[config.mk]
export PLATFORM = sky130hd
export DESIGN_NAME = serial_byte_tx
export DESIGN_NICKNAME = d
export VERILOG_FILES = /design/src/rtl/serial_byte_tx_pkg.sv /design/src/rtl/serial_byte_tx_bit_timer.sv /design/src/rtl/serial_byte_tx.sv
export SDC_FILE = /design/constraint.sdc
export NUM_CORES = 1
export LEC_CHECK = 0
export ABC_AREA = 1
export CORE_AREA = 2 2 49 51
export CTS_CLUSTER_DIAMETER = 50
export CTS_CLUSTER_SIZE = 24
export DETAILED_ROUTE_END_ITERATION = 16
export DIE_AREA = 0 0 51 53
export PLACE_DENSITY = 0.66
export SETUP_SLACK_MARGIN = 0.05
export SLEW_MARGIN = 10
export SYNTH_ARGS = -nofsm -noshare
export SYNTH_HDL_FRONTEND = slang
export SYNTH_SLANG_ARGS = --single-unit
[constraint.sdc]
create_clock -name clk -period 1.3 [get_ports clk]
set_clock_uncertainty 0.2 [all_clocks]
set_input_delay 0.26 -clock clk [delete_from_list [all_inputs] [get_ports clk]]
set_output_delay 0.26 -clock clk [all_outputs]
set_load 0.01 [all_outputs]
[src/rtl/serial_byte_tx_pkg.sv]
// Shared types and sizing helpers for the serial byte transmitter and its matching receiver.
// Default word/bit-period constants live here so both ends agree on the frame shape.
package serial_byte_tx_pkg;

   localparam int unsigned DefaultWidth = 8;
   localparam int unsigned DefaultDiv   = 4;

   typedef enum logic [1:0] {
      StIdle  = 2'd0,
      StShift = 2'd1,
      StLatch = 2'd2
   } tx_state_e;

   // Ceiling log2; returns 0 for values of 0 or 1.
   function automatic int unsigned clog2(input int unsigned value);
      int unsigned result;
      result = 0;
      for (int unsigned i = 0; i < 32; i++) begin
         if ((64'd1 << i) < 64'(value)) begin
            result = i + 1;
         end
      end
      return result;
   endfunction

endpackage

[src/rtl/serial_byte_tx_bit_timer.sv]
// Bit-period timer: counts DIV cycles per bit and emits a registered tick on the
// terminal count. The run input describes the *next* cycle so that tick lines up with it.
module serial_byte_tx_bit_timer
   import serial_byte_tx_pkg::*;
#(
   parameter int unsigned DIV = DefaultDiv
) (
   input  logic clk,
   input  logic rst,
   input  logic run,
   output logic tick
);

   localparam int unsigned CntW = (clog2(DIV) > 1) ? clog2(DIV) : 1;
   localparam logic [CntW-1:0] TermCnt = CntW'(DIV - 1);

   logic [CntW-1:0] cnt_q, cnt_d;
   logic            run_q;
   logic            tick_q, tick_d;

   // A run always starts at count 0; a finished period wraps to 0.
   always_comb begin
      cnt_d = '0;
      if (run && run_q && (cnt_q != TermCnt)) begin
         cnt_d = cnt_q + CntW'(1);
      end
      tick_d = run && (cnt_d == TermCnt);
   end

   always_ff @(posedge clk) begin
      if (rst) begin
         cnt_q  <= '0;
         run_q  <= 1'b0;
         tick_q <= 1'b0;
      end else begin
         cnt_q  <= cnt_d;
         run_q  <= run;
         tick_q <= tick_d;
      end
   end

   assign tick = tick_q;

endmodule

[src/rtl/serial_byte_tx.sv]
// Parallel-in, serial-out transmitter with per-bit shift strobe and end-of-frame latch pulse.
// All outputs are flops, computed from next-state values so they align with the state they describe.
module serial_byte_tx
   import serial_byte_tx_pkg::*;
#(
   parameter int unsigned WIDTH     = DefaultWidth,
   parameter int unsigned DIV       = DefaultDiv,
   parameter bit          LSB_FIRST = 1'b1
) (
   input  logic             clk,
   input  logic             rst,
   input  logic [WIDTH-1:0] tx_data,
   input  logic             tx_valid,
   output logic             tx_ready,
   output logic             s_out,
   output logic             s_clk_en,
   output logic             s_latch,
   output logic             busy
);

   localparam int unsigned BitCntW = clog2(WIDTH + 1);
   localparam logic [BitCntW-1:0] LastBit = BitCntW'(WIDTH - 1);

   tx_state_e            state_q, state_d;
   logic [WIDTH-1:0]     sr_q, sr_d;
   logic [BitCntW-1:0]   bit_cnt_q, bit_cnt_d;
   logic                 tx_ready_q, tx_ready_d;
   logic                 s_out_q, s_out_d;
   logic                 s_latch_q, s_latch_d;
   logic                 busy_q, busy_d;
   logic                 strobe;
   logic                 timer_run;

   always_comb begin
      state_d   = state_q;
      sr_d      = sr_q;
      bit_cnt_d = bit_cnt_q;

      unique case (state_q)
         StIdle: begin
            if (tx_valid && tx_ready_q) begin
               sr_d      = tx_data;
               bit_cnt_d = '0;
               state_d   = StShift;
            end
         end
         StShift: begin
            // Zero fill means the register is empty again once the frame has gone out.
            if (strobe) begin
               sr_d      = LSB_FIRST ? (sr_q >> 1) : (sr_q << 1);
               bit_cnt_d = bit_cnt_q + BitCntW'(1);
               if (bit_cnt_q == LastBit) begin
                  state_d = StLatch;
               end
            end
         end
         StLatch: begin
            state_d = StIdle;
         end
         default: begin
            state_d = StIdle;
         end
      endcase
   end

   always_comb begin
      tx_ready_d = (state_d == StIdle);
      busy_d     = (state_d != StIdle);
      s_latch_d  = (state_d == StLatch);
      s_out_d    = (state_d == StShift) && (LSB_FIRST ? sr_d[0] : sr_d[WIDTH-1]);
   end

   always_ff @(posedge clk) begin
      if (rst) begin
         state_q    <= StIdle;
         sr_q       <= '0;
         bit_cnt_q  <= '0;
         tx_ready_q <= 1'b1;
         s_out_q    <= 1'b0;
         s_latch_q  <= 1'b0;
         busy_q     <= 1'b0;
      end else begin
         state_q    <= state_d;
         sr_q       <= sr_d;
         bit_cnt_q  <= bit_cnt_d;
         tx_ready_q <= tx_ready_d;
         s_out_q    <= s_out_d;
         s_latch_q  <= s_latch_d;
         busy_q     <= busy_d;
      end
   end

   assign timer_run = (state_d == StShift);

   serial_byte_tx_bit_timer #(
      .DIV (DIV)
   ) u_bit_timer (
      .clk  (clk),
      .rst  (rst),
      .run  (timer_run),
      .tick (strobe)
   );

   assign tx_ready = tx_ready_q;
   assign s_out    = s_out_q;
   assign s_clk_en = strobe;
   assign s_latch  = s_latch_q;
   assign busy     = busy_q;

endmodule

Word level (Yosys, flattened, before mapping). Index checks and enable logic that the tools add are counted.

Input port bits: 11. Word-level logic and storage cells: 42. Register bits after elaboration: 22.

Eq/ne operators: 8. Add/sub/neg operators: 2. Reductions and logical operators: 10. Mux-type cells: 11.

Operators with widths (number): 8-bit 2-to-1 mux (2); 8-bit one-hot mux with 2 select lines (1); 2-bit 2-to-1 mux (4); 4-bit 2-to-1 mux (2); 4-bit one-hot mux with 2 select lines (1); 1-bit logical AND (5); 4-bit by 1-bit adder with 4-bit output, second input constant (1); 2-bit by 1-bit equality test with 1-bit output, second input constant (2); 2-bit equality test, second input constant (2); 4-bit by 3-bit equality test with 1-bit output, second input constant (1); 2-bit logical NOT (2); 2-bit != test, second input constant (2); 2-bit one-hot mux with 2 select lines (1); 2-bit nonzero test (2); 3-bit AND reduction (1); 2-bit by 1-bit adder with 2-bit output, second input constant (1); 2-bit by 1-bit != test with 1-bit output, second input constant (1).

Depth between registers and ports, before layout.
Depth after elaboration: 10. Depth in mapped cells: 8. Depth with buffers taken out: 8.

Cells and area by module. From an unflattened synthesis, not the netlist that was laid out.

Cells, all modules: 146. Area total of the unflattened synthesis: 1049.8 um^2.

By module, submodules not included: serial_byte_tx (area each 913.4 um^2, cells each 130, times used 1, seq. area each 360.3 um^2); serial_byte_tx_bit_timer (area each 136.4 um^2, cells each 16, times used 1, seq. area each 80.1 um^2).

Least setup slack after synthesis. Ideal clock, no wire load.

Kind: flip-flop to flip-flop. Start point: register tx_ready_q, in the netlist tx_ready. End point: register bit_cnt_q[3]. Slack: 47 ps. Stages on the path, launching flop included: 9. Arrival: 938 ps. Library setup time: 115 ps. Path buffers: 1. Cell sequence: dfxtp_1 nand2_1 inv_1 nand2_2 nand2_2 buf_6 nand3_1 nand2_1 nor2_1.

Word-level cells in the longest chain between the ends: 3.

Ends and longest elaborated chain: start, declared (line serial_byte_tx.sv:27) `logic tx_ready_q, tx_ready_d;`; start signal, assigned (line serial_byte_tx.sv:86) `tx_ready_q <= tx_ready_d;`; 1-bit logical AND (line serial_byte_tx.sv:41) `if (tx_valid && tx_ready_q) begin`; 2-bit != test (no line); 3-bit AND reduction (no line); end signal, assigned (line serial_byte_tx.sv:85) `bit_cnt_q <= bit_cnt_d;`; end, declared (line serial_byte_tx.sv:26) `logic [BitCntW-1:0] bit_cnt_q, bit_cnt_d;`.

No other way between the ends. A chain may end at the register's enable or synchronous reset.

Worst setup path after layout.
Start point: register tx_ready_q, in the netlist tx_ready. End point: output tx_ready.

RTL lines: end, declared (line serial_byte_tx.sv:14) `output logic tx_ready,`.

No word-level cell between the ends.

==> results.json <==
{
  "htreeDepth": 1,
  "p_clk_frac": 0.340,
  "grt-ovfl-total": 0,
  "violations": "negative setup slack",
  "seqPwrFrac": 0.480,
  "status": "finished with violations",
  "dp.final_hpwl_um": 1390,
  "synth_top_area_frac": 0.481,
  "fmax_mhz": 731,
  "async_flop_share": 0,
  "synth_fa_ha_area_frac": 0.0273,
  "synth-simple-area-share": 0.359,
  "worst_hold_path_type": "in2reg",
  "syn_area_um2": 916,
  "drcViolationCount": 0,
  "cp-start-kind": "flip-flop",
  "slew_headroom": 0.830,
  "cpPeakStageDelay_ns": 0.40,
  "synth.area.mux_share": 0,
  "portBuffers": 15,
  "cap_violations": 0,
  "grt_pass1_wl_um": 3460,
  "dieArea_um2": 2700,
  "ir_drop_mv": 0.761,
  "antenna_found_initial": 0,
  "synth_top_family_by_area": "simple AND/OR/NAND/NOR gates",
  "num_vias": 943,
  "wl_per_cell_um": 11.4,
  "final_hold_viol_count": 0,
  "place_area_um2": 1170,
  "die_width_um": 51,
  "min_period_over_period": 1.05,
  "crit_required_ns": 0.84,
  "via_per_inst": 4.74,
  "avgSynthCellArea_um2": 6.99,
  "nNetsFinal": 185,
  "synth_area_leaders": "dfxtp_1 (48%), nand2_1 (17%), nor2_1 (9.4%)",
  "numCtsBuffers": 3,
  "ys_warn_count": 0,
  "crit_slowest_cell": "dfxtp_2",
  "syn-num-nets": 144,
  "drtPass1Iterations": 4,
  "crit_arrival_ns": 0.91,
  "cts_root_buf": "clkbuf_4",
  "seq_area_frac_synth": 0.481,
  "synth-compound-area-share": 0.0546,
  "cts_max_path_buffers": 2,
  "synth_top_cell_by_area": "dfxtp_1",
  "tightest_slew_ns": 0.255,
  "synth_edf_count": 0,
  "synth_most_common_cell": "nand2_1",
  "whs_ns": 0.137,
  "switchingPower_uw": 392,
  "grt_usage": 0.171,
  "gp_congestion": 0.796,
  "crit_fanout": 3,
  "path_cells": "buf_6, buf_6",
  "reg2reg_depth": 7,
  "start_util": 0.426,
  "leakage_uw": 0.000707,
  "ys_ff_latch": 22,
  "dieHeight_um": 53,
  "clk_latency_ns": 0.31,
  "cts_tree": "done",
  "cts_sinks": 22,
  "finalWirelength_um": 2260,
  "powerDensity_nw_per_um2": 1050,
  "worst_slack_ns": -0.0687,
  "core_um2": 2150,
  "power.internal_uw": 1150,
  "path_class": "reg2out",
  "cts.clk_slew.worst_paths_ns": 0.13,
  "crit_path_end_kind": "output port",
  "drt_iter0_markers": 10,
  "min_period_ns": 1.37,
  "grt_start_max_net_pins": 14,
  "crit_top_cell": "buf_6",
  "synth_common_cells": "nand2_1 (41), nor2_1 (23), dfxtp_1 (22)",
  "synth-xor-area-share": 0,
  "io_pins": 16,
  "syn2layout_area_growth_pct": 61.1,
  "cts_hold_buf": 0,
  "syn_inst": 131,
  "drive_gt1_frac": 0.392,
  "rows": 17,
  "antenna_cells": 0,
  "synth.distinct_cells": 18,
  "min_path_cells": 3,
  "switching_share": 0.254,
  "rsz0062_at_grt": "yes",
  "fillers": 173,
  "pwr-share-comb": 0.179,
  "finalSetupViolCount": 3,
  "first_global_vias": 833,
  "final_max_slew_viol_count": 0,
  "postRouteAntennaNets": 0,
  "yosys_most_used_dff": "dfxtp_1",
  "design_area_um2": 1480
}
## sequential cells by signal, summed over array words and instances, names as in the netlist
name and count:
sr_q 8, bit_cnt_q 4, state_q 2, u_bit_timer.cnt_q 2, busy 1, s_latch 1
s_out 1, tx_ready 1, u_bit_timer.run_q 1, u_bit_timer.tick 1
## power by group through the flow
| stage | Sequential, uW | Combinational [uW] | Clock, uW |
|---|---|---|---|
| floorplan | 752 | 117 | 0 |
| CTS | 738 | 221 | 532 |
| global placement | 753 | 201 | 0 |
| detailed placement | 753 | 204 | 0 |
| global route | 747 | 310 | 552 |
| finish | 742 | 277 | 526 |
## repair_timing
action	4_1_cts	5_1_grt
gates cloned	1	0
resized for setup	41	40
pin swaps	2	9
endpoints found under the setup margin	24	25
setup buffers	3	7
## kinds of logic (layout without fill, tap and decap cells)
family	after synthesis	in the layout
buffers and inverters	17	56
and+or+nand+nor	80	81
AOI/OAI and AO/OA	10	10
DFF	22	22
adders and majority gates	2	2
## cells in the final DEF, fill, tap and decap left out, types with 4 or more instances in the layout
master,count
nand3_1,4
buf_4,16
inv_1,8
nand2_4,6
dfxtp_1,16
buf_6,7
nand2_2,6
nor2_1,21
nand2_1,31
clkdlybuf4s50_1,8
## area by class of cell
class                           instances  area, um^2  share of cell area
Clock inverter                          1        30.0              0.0204
Timing Repair Buffer                   36         315               0.214
Multi-Input combinational cell         93         538               0.365
Clock buffer                            3        22.5              0.0153
Tap cell                               28        35.0              0.0237
Inverter                               16        78.8              0.0534
Sequential cell                        22         455               0.309
## metrics by stage
step | util | setup WS, ns | TNS (ns) | cells | power, uW
4_1_cts | 0.599 | 0.00134 | 0 | 192 | 1490
3_5_place_dp | 0.546 | -0.443 | -7.37 | 184 | 957
3_3_place_gp | 0.546 | -0.411 | -6.79 | 184 | 954
6_report | 0.687 | -0.0687 | -0.115 | 199 | 1540
5_1_grt | 0.687 | -0.108 | -0.703 | 199 | 1610
2_1_floorplan | - | 0.0673 | 0 | 131 | 870
## worst max-delay path: cells and delay by family, from the launching register on
kind,cells,cell delay (ns)
buffers and inverters,2,0.20
DFF,1,0.40
## routing by layer
| layer | global-route usage | part of all wire |
|---|---|---|
| met1 | 0.206 | 0.45 |
| met2 | 0.290 | 0.51 |
| met3 | 0.0367 | 0.019 |
| met4 | 0.0766 | 0.020 |
| met5 | 0 | 0 |
## worst paths after layout
path	start	endpoint	slack, ns
max	tx_ready$_SDFF_PP1_	tx_ready	-0.07
min	rst	state_q[1]$_SDFF_PP0_	0.14
max reg2reg	tx_ready$_SDFF_PP1_	u_bit_timer.tick$_SDFF_PP0_	-0.04
min reg2reg	sr_q[7]$_SDFFE_PP0P_	sr_q[7]$_SDFFE_PP0P_	0.28
(Power assumes the default switching activity.)
